`src/rtl/relu_row_serializer_pkg.sv`:
```
// Shared configuration and types for the relu row serializer.
//  ARRAYWIDTH_CFG : elements per output row
//  DATASIZE_CFG   : bits per element
//  IDX_W          : width of an element index within a row
//  ser_state_e    : serializer FSM encoding (IDLE=0, SEND=1)
package relu_row_serializer_pkg;

  localparam int ARRAYWIDTH_CFG = 4;
  localparam int DATASIZE_CFG   = 32;

  localparam int IDX_W    = $clog2(ARRAYWIDTH_CFG);
  localparam int CNTW_DEF = 16;

  typedef enum logic {
    IDLE = 1'b0,
    SEND = 1'b1
  } ser_state_e;

endpackage

```
`src/rtl/relu_row_serializer.sv`:
```
// relu_row_serializer: takes one post-ReLU row (ARRAYWIDTH elements of DATASIZE
// bits) per in_valid/in_ready handshake and emits it one element per beat on an
// out_valid/out_ready stream, element 0 first.
//  Ports:
//   clk, rst        clock (rising edge), async active-low reset
//   in_valid/ready  row handshake; in_data element k at [k*DATASIZE +: DATASIZE]
//   out_valid/ready element handshake; out_data, out_idx, out_last describe the beat
//   row_cnt         rows fully emitted, wraps at 2^CNTW
//  Optional feature macro RELU_SER_SKID_EN: adds a one-row skid register so a
//  second row can be accepted during SEND and rows stream with no idle bubble.
module relu_row_serializer
  import relu_row_serializer_pkg::*;
#(
  parameter int ARRAYWIDTH = ARRAYWIDTH_CFG,
  parameter int DATASIZE   = DATASIZE_CFG,
  parameter int CNTW       = CNTW_DEF
) (
  input  logic                           clk,
  input  logic                           rst,
  input  logic                           in_valid,
  output logic                           in_ready,
  input  logic [ARRAYWIDTH*DATASIZE-1:0] in_data,
  output logic                           out_valid,
  input  logic                           out_ready,
  output logic [DATASIZE-1:0]            out_data,
  output logic [$clog2(ARRAYWIDTH)-1:0]  out_idx,
  output logic                           out_last,
  output logic [CNTW-1:0]                row_cnt
);

  localparam int IW   = $clog2(ARRAYWIDTH);
  localparam int ROWW = ARRAYWIDTH * DATASIZE;

  ser_state_e        state_q, state_d;
  logic [IW-1:0]     idx_q, idx_d;
  logic [ROWW-1:0]   row_q, row_d;
  logic [CNTW-1:0]   cnt_d;
  // Holds in_ready low through reset and for the first edge after release.
  logic              rdy_q;

  logic fire, last, accept;

`ifdef RELU_SER_SKID_EN
  logic [ROWW-1:0]   skid_q, skid_d;
  logic              skid_full_q, skid_full_d;

  assign in_ready = rdy_q && !skid_full_q;
`else
  assign in_ready = rdy_q && (state_q == IDLE);
`endif

  assign out_valid = (state_q == SEND);
  assign last      = out_valid && (idx_q == IW'(ARRAYWIDTH - 1));
  assign fire      = out_valid && out_ready;
  assign accept    = in_valid && in_ready;

  assign out_data  = out_valid ? row_q[int'(idx_q)*DATASIZE +: DATASIZE] : '0;
  assign out_idx   = idx_q;
  assign out_last  = last;

  always_comb begin
    state_d = state_q;
    idx_d   = idx_q;
    row_d   = row_q;
    cnt_d   = row_cnt;
`ifdef RELU_SER_SKID_EN
    skid_d      = skid_q;
    skid_full_d = skid_full_q;
`endif
    unique case (state_q)
      IDLE: begin
        if (accept) begin
          row_d   = in_data;
          idx_d   = '0;
          state_d = SEND;
        end
      end
      SEND: begin
        if (fire) begin
          if (last) begin
            cnt_d = row_cnt + CNTW'(1);
            idx_d = '0;
`ifdef RELU_SER_SKID_EN
            // Refill row_reg on the final beat so the next row starts
            // with no idle cycle; skid first, otherwise a row arriving now.
            if (skid_full_q) begin
              row_d       = skid_q;
              skid_full_d = 1'b0;
            end else if (accept) begin
              row_d = in_data;
            end else begin
              state_d = IDLE;
            end
`else
            state_d = IDLE;
`endif
          end else begin
            idx_d = idx_q + IW'(1);
          end
        end
`ifdef RELU_SER_SKID_EN
        // A row accepted while row_reg is still busy parks in the skid.
        if (accept && !(fire && last)) begin
          skid_d      = in_data;
          skid_full_d = 1'b1;
        end
`endif
      end
      default: state_d = IDLE;
    endcase
  end

  always_ff @(posedge clk or negedge rst) begin
    if (!rst) begin
      state_q <= IDLE;
      idx_q   <= '0;
      row_q   <= '0;
      row_cnt <= '0;
      rdy_q   <= 1'b0;
`ifdef RELU_SER_SKID_EN
      skid_q      <= '0;
      skid_full_q <= 1'b0;
`endif
    end else begin
      state_q <= state_d;
      idx_q   <= idx_d;
      row_q   <= row_d;
      row_cnt <= cnt_d;
      rdy_q   <= 1'b1;
`ifdef RELU_SER_SKID_EN
      skid_q      <= skid_d;
      skid_full_q <= skid_full_d;
`endif
    end
  end

endmodule

```
`config.mk`:
```
export PLATFORM = sky130hd
export DESIGN_NAME = relu_row_serializer
export DESIGN_NICKNAME = d
export VERILOG_FILES = /design/src/rtl/relu_row_serializer_pkg.sv /design/src/rtl/relu_row_serializer.sv
export SDC_FILE = /design/constraint.sdc
export NUM_CORES = 1
export LEC_CHECK = 0
export ABC_CLOCK_PERIOD_IN_PS = 4300
export BUFFER_PORTS_ARGS = -buffer_cell sky130_fd_sc_hd__buf_2
export CORE_MARGIN = 3
export CORE_UTILIZATION = 35
export CTS_CLUSTER_DIAMETER = 120
export DETAILED_ROUTE_END_ITERATION = 6
export GPL_TIMING_DRIVEN = 0
export PLACE_DENSITY = 0.57
export SYNTH_ARGS = -nofsm -noshare
export SYNTH_HDL_FRONTEND = slang
export SYNTH_SLANG_ARGS = --single-unit
```
`constraint.sdc`:
```
create_clock -name clk -period 4.3 [get_ports clk]
set_clock_uncertainty 0.2 [all_clocks]
set_input_delay 0.86 -clock clk [delete_from_list [all_inputs] [get_ports clk]]
set_output_delay 0.86 -clock clk [all_outputs]
set_load 0.05 [all_outputs]
```
==> results.yml, run 1 <==
drt:
  wl_per_cell_um: 19.2
  vias: 4269
  wirelength_um: 16800
  dr.pass1.iters: 4
  drtIter0Drc: 188
  viasPerCell: 4.88
  drc: 0
  drtAntennaViolNets: 0
sta:
  worstMarginPinSlew_ns: 0.608
  finalCritPeriodShare_pct: 77.6
  rsz0062_at_grt: "false"
  hold_violations: 0
  maxSlewHeadroom_pct: 59.5
  maxSlewViolCount: 0
  setup_viol: 0
  holdWs_ns: 0.220
  finalSetupTns_ns: 0
  fmax_ghz: 0.300
  min_period_ns: 3.34
setup_path:
  arrival_ns: 2.28
  reg2reg_slack_ns: 2.45
  worst-setup-path-type: "flop to output port"
  cp-startpoint: "out_valid"
  crit_required_ns: 3.24
  end_kind: "output port"
  path_max_fanout: 10
  cp-start-kind: "flop"
  r2r-start: "rdy_q"
  rr_endpoint: "row_q[40]"
  r2r_cells: 5
floorplanning:
  die_height_um: 144
  core-area_um2: 18300
  dieArea_um2: 20700
  io_pins: 185
  start_util_pct: 36.4
  fp-row-count: 49
  die_w_um: 144
place:
  io_buffer_count: 184
  dp_hpwl_um: 11900
  place.gp.congestion: 0.775
global_routing:
  grt_max_degree: 87
  grt-ovfl-total: 0
  antenna_found_initial: 2
  grt_pass1_wl_um: 26300
  grt_util_all_layers_pct: 16.7
  grt_pass1_vias: 4739
finish:
  nNetsFinal: 765
  syn_to_final_growth_pct: 27.6
  fill_cells: 1673
  layout-drive-gt1-share_pct: 62.4
yosys:
  post_synth.cell_area_avg_um2: 15.6
  synth_edf_count: 0
  synth_seq_area_share_pct: 55.5
  synth_cells: 427
  yosysWarnings: 0
  synth_area_leaders: "dfrtp_1 56%, mux2_2 22%, mux4_2 11%"
  synth_seq_cells: 148
  ys_types: 25
  synth_common_cells: "148 x dfrtp_1, 128 x mux2_2, 33 x and2_1"
  yosysTopAreaCell: "dfrtp_1"
  ys.flop_type: "dfrtp_1"
  yosys.area.top_type_share_pct: 55.5
  synth_nets: 561
  async_flop_share_pct: 100
  synth_area_um2: 6670
  yosysMostFrequentCell: "dfrtp_1"
clock_tree:
  cts_resized: 0
  cts.sinks: 148
  insertion_delay_ns: 0.41
  root_buffer: "clkbuf_16"
  clk_pin_slew_ns: 0.06
  ctsHtreeMaxLevel: 4
  postCtsSetupBuffers: 0
  cts_inserted_buffers: 17
  cts_tree: "built"
  cts.path.max_buffers: 2
  cts_hold_buffers: 0
pwr:
  total_power_w: 0.00707
  ir_drop_v: 0.000459
  power_density_nw_per_um2: 831
  p_leak_nw: 4.00
hold_path:
  hp-class: "primary input to async pin"
run:
  cap_violations: 0
run_status:
  outcome: "finished clean"
## critical path: stages (launching register included)
cell	delay (ns)
dfrtp_1	0.42
clkbuf_1	0.47
clkbuf_1	0.48
and2_1	0.23
buf_2	0.27
## routing by layer
metal,part of all wire [%],GRT usage (%)
met5,0.078,0
met4,0.69,3.82
met3,6.8,5.92
met2,49,27.7
met1,43,21.1
## layout make-up
cell class	count	area [um2]	share of cell area [%]
Antenna cell	1	2.50	0.0294
Buffer	26	204	2.40
Clock buffer	19	453	5.32
Clock inverter	13	146	1.72
Inverter	4	15.0	0.176
Multi-Input combinational cell	249	2750	32.3
Sequential cell	148	3700	43.5
Tap cell	229	287	3.37
Timing Repair Buffer	185	955	11.2
## where the power goes
group          internal, W  switching (W)
clock             0.000894       0.000603
sequential         0.00203       0.000323
combinational      0.00138        0.00184
total              0.00431        0.00277
## worst max path at each step
stage,to,cells past startpoint
4_1_cts,out_data[12],4
3_3_place_gp,row_q[113],1
6_report,out_data[9],4
5_1_grt,out_data[9],4
3_5_place_dp,out_data[12],4
2_1_floorplan,out_data[10],4
## state kept, by name, summed over array words and instances (netlist names)
register and cells:
rdy_q 1, out_idx 2, out_valid 1, row_cnt 16, row_q 128
## metrics by stage
stage	utilization, %	worst slack (ns)	instances	instance area (um2)
2_1_floorplan	-	1.35	427	6670
3_3_place_gp	43.0	0.0460	840	7880
3_5_place_dp	43.2	1.34	841	7910
4_1_cts	46.4	0.881	873	8510
5_1_grt	46.4	0.741	874	8510
6_report	46.4	0.964	874	8510
## cells in the final DEF, fill, tap and decap left out, types with 10 or more instances in the layout
cell       count
nand2_1       11
buf_2        190
nand3_1       10
buf_6         13
and2_1        33
mux2_2       128
dfrtp_1      148
mux4_2        32
clkbuf_16     17
xnor2_1       10
## cells by family (layout without fill, tap and decap cells)
family	count (synthesis)	in the layout	synth area share, %
AO/OA/AOI/OAI	1	1	0.113
XOR/XNOR	15	15	1.97
adder cells (fa/ha/maj)	2	2	0.375
buffers and inverters	30	247	3.28
flip-flops	148	148	55.5
multiplexers	160	160	32.4
other	1	2	0.0562
AND/OR/NAND/NOR	70	70	6.25
(Power assumes the default switching activity.)
==> run 2: changes to the inputs <==
Settings changed: ABC_AREA set to 1, ABC_CLOCK_PERIOD_IN_PS 4300 to 2800, PLACE_DENSITY 0.57 to 0.59.
Clock period 4.3 ns to 2.8 ns, I/O delays scaled along.
==> run 2 against run 1 <==
Global-route usage rose by 4.9 points. Clock power rose by 62%. Synthesized cell count rose by 120%. Non-clock buffer count rose by 42. Utilization rose by 0.99 points. Final area rose by 9.8%. Critical endpoint is now out_data[15].
==> results.yml, run 2 <==
yosys:
  synth_edf_count: 0
  yosysWarnings: 0
  yosysTopAreaCell: "dfrtp_1"
  async_flop_share_pct: 100
  synth_cells: 934
  synth_common_cells: "293 x nand2_1, 148 x dfrtp_1, 144 x nor2_1"
  yosys.area.top_type_share_pct: 52.1
  synth_seq_cells: 148
  ys_types: 24
  synth_area_leaders: "dfrtp_1 52%, nand2_1 15%, nand3_1 9.8%"
  synth_area_um2: 7110
  synth_nets: 1068
  post_synth.cell_area_avg_um2: 7.62
  synth_seq_area_share_pct: 52.1
  yosysMostFrequentCell: "nand2_1"
  ys.flop_type: "dfrtp_1"
drt:
  drc: 0
  dr.pass1.iters: 6
  drtAntennaViolNets: 0
  viasPerCell: 4.98
  vias: 7070
  drtIter0Drc: 485
  wirelength_um: 23400
  wl_per_cell_um: 16.5
global_routing:
  grt-ovfl-total: 0
  antenna_found_initial: 1
  grt_max_degree: 85
  grtUsageMet1_pct: 30.8
  use_met3_pct: 4.81
  grt_pass1_vias: 6854
  busiest_layer: "met2"
  met2_usage_pct: 33.7
  grt_util_all_layers_pct: 21.6
  grt_pass1_wl_um: 36800
setup_path:
  rr_endpoint: "row_q[0]"
  arrival_ns: 1.99
  r2r_cells: 5
  cp-start-kind: "flop"
  reg2reg_slack_ns: 0.95
  cp-startpoint: "out_idx[1]"
  crit_required_ns: 2.04
  r2r-start: "out_valid"
  worst-setup-path-type: "flop to output port"
  path_max_fanout: 10
  endpoint: "out_data[15]"
  end_kind: "output port"
finish:
  nNetsFinal: 1274
  largest_reg_flops: 128
  syn_to_final_growth_pct: 31.4
  postLayoutCellArea_um2: 9350
  fill_cells: 1999
  fin_cells: 1419
  layout-drive-gt1-share_pct: 26.8
  final_common_cell: "nand2_1"
  mostFrequentLayoutCells: "293 x nand2_1, 182 x buf_2, 147 x dfrtp_1"
  final_util_pct: 47.4
  top_register: "row_q"
run_status:
  outcome: "finished clean"
floorplanning:
  start_util_pct: 36.1
  core-area_um2: 19700
  die_height_um: 149
  dieArea_um2: 22100
  die_w_um: 149
  fp-row-count: 51
  io_pins: 185
sta:
  rsz0062_at_grt: "true"
  setup_viol: 0
  fmax_ghz: 0.364
  maxSlewHeadroom_pct: 57.9
  hold_violations: 0
  setup_slack_ns: 0.0521
  worstMarginPinSlew_ns: 0.632
  min_period_ns: 2.75
  maxSlewViolCount: 0
  finalCritPeriodShare_pct: 98.1
clock_tree:
  ctsHtreeMaxLevel: 4
  clk_pin_slew_ns: 0.07
  insertion_delay_ns: 0.43
  cts.sinks: 148
  cts.path.max_buffers: 2
  root_buffer: "clkbuf_16"
  cts_inserted_buffers: 17
  cts_tree: "built"
place:
  place.gp.congestion: 0.840
  io_buffer_count: 184
  post-place-cells: 1384
  postPlaceCellArea_um2: 8520
  dp_hpwl_um: 17300
  place_ws_ns: 0.0372
pwr:
  p_leak_nw: 4.87
  combPwrFrac_pct: 49.3
  total_power_w: 0.0119
  seqPwrFrac_pct: 30.2
  power_density_nw_per_um2: 1270
  p_int_w: 0.00638
  switching_power_w: 0.00549
  pwr-share-clk_pct: 20.5
  swShare_pct: 46.2
  ir_drop_v: 0.000968
hold_path:
  hp-class: "primary input to flop"
run:
  cap_violations: 0
-- run 2: worst min-delay path by stage --
stage / startpoint / end / slack, ns / depth (start not counted)
global route: in_data[86] / row_q[86] / 0.15 / 3
global placement: row_q[36] / row_q[36] / 0.26 / 2
detailed placement: row_q[41] / row_q[41] / 0.26 / 2
floorplan: rst / out_idx[0] / 0.06 / 0
CTS: in_data[26] / row_q[26] / 0.14 / 3
finish: in_data[26] / row_q[26] / 0.15 / 3
-- run 2: kinds of logic after synthesis --
group | synth area share (%)
fa+ha+maj | 0.352
other cells | 0.0527
compound gates | 7.21
simple gates | 34.2
flops | 52.1
xor+xnor | 0.862
buf+inv | 5.29
-- run 2: stage by stage --
step / setup TNS, ns / hold slack (ns)
after detailed placement: 0 / 0.260
after global routing: -0.0435 / 0.145
after CTS: 0 / 0.141
after global placement: -202.26 / 0.256
final: 0 / 0.152
after floorplan: 0 / 0.0644
-- run 2: what timing repair did --
item / CTS / global route
endpoints found under the hold margin: 64 / 0
buffers inserted: 1 / 0
resized for setup: 40 / 51
pin swaps: 1 / 1
hold buffers: 1 / 0
setup endpoints to repair: 32 / 31
-- run 2: metal layers --
layer | part of all wire (%) | wire length [um]
met4 | 1.1 | 258
met3 | 7.0 | 1650
met5 | 0 | 0
met1 | 45 | 10600
met2 | 47 | 10900
-- run 2: final cells by class --
type	count	area, um2	area share, %
flip-flops and latches	148	3700	39.6
multi-input cells	701	3160	33.8
repair buffers	187	1110	11.9
clock buffers	17	425	4.55
plain buffers	66	354	3.79
well taps	265	332	3.55
clock inverters	15	195	2.09
inverters	19	71.3	0.763
diodes	1	2.50	0.0268
-- run 2: power groups by stage --
stage | sequential (W) | combinational (W) | clock (W)
6_report | 0.00358 | 0.00585 | 0.00243
3_5_place_dp | 0.00361 | 0.00539 | 0
2_1_floorplan | 0.00361 | 0.00387 | 0
5_1_grt | 0.00369 | 0.00638 | 0.00257
4_1_cts | 0.00357 | 0.00566 | 0.00247
3_3_place_gp | 0.00358 | 0.00534 | 0
-- run 2: worst max-delay path, cell delays in order, from the launching register on --
cell and delay [ns]:
dfrtp_1 0.37, buf_4 0.17, inv_1 0.11, buf_2 0.20, nor2_1 0.18, o21ai_0 0.15, a21oi_2 0.17, buf_4 0.22
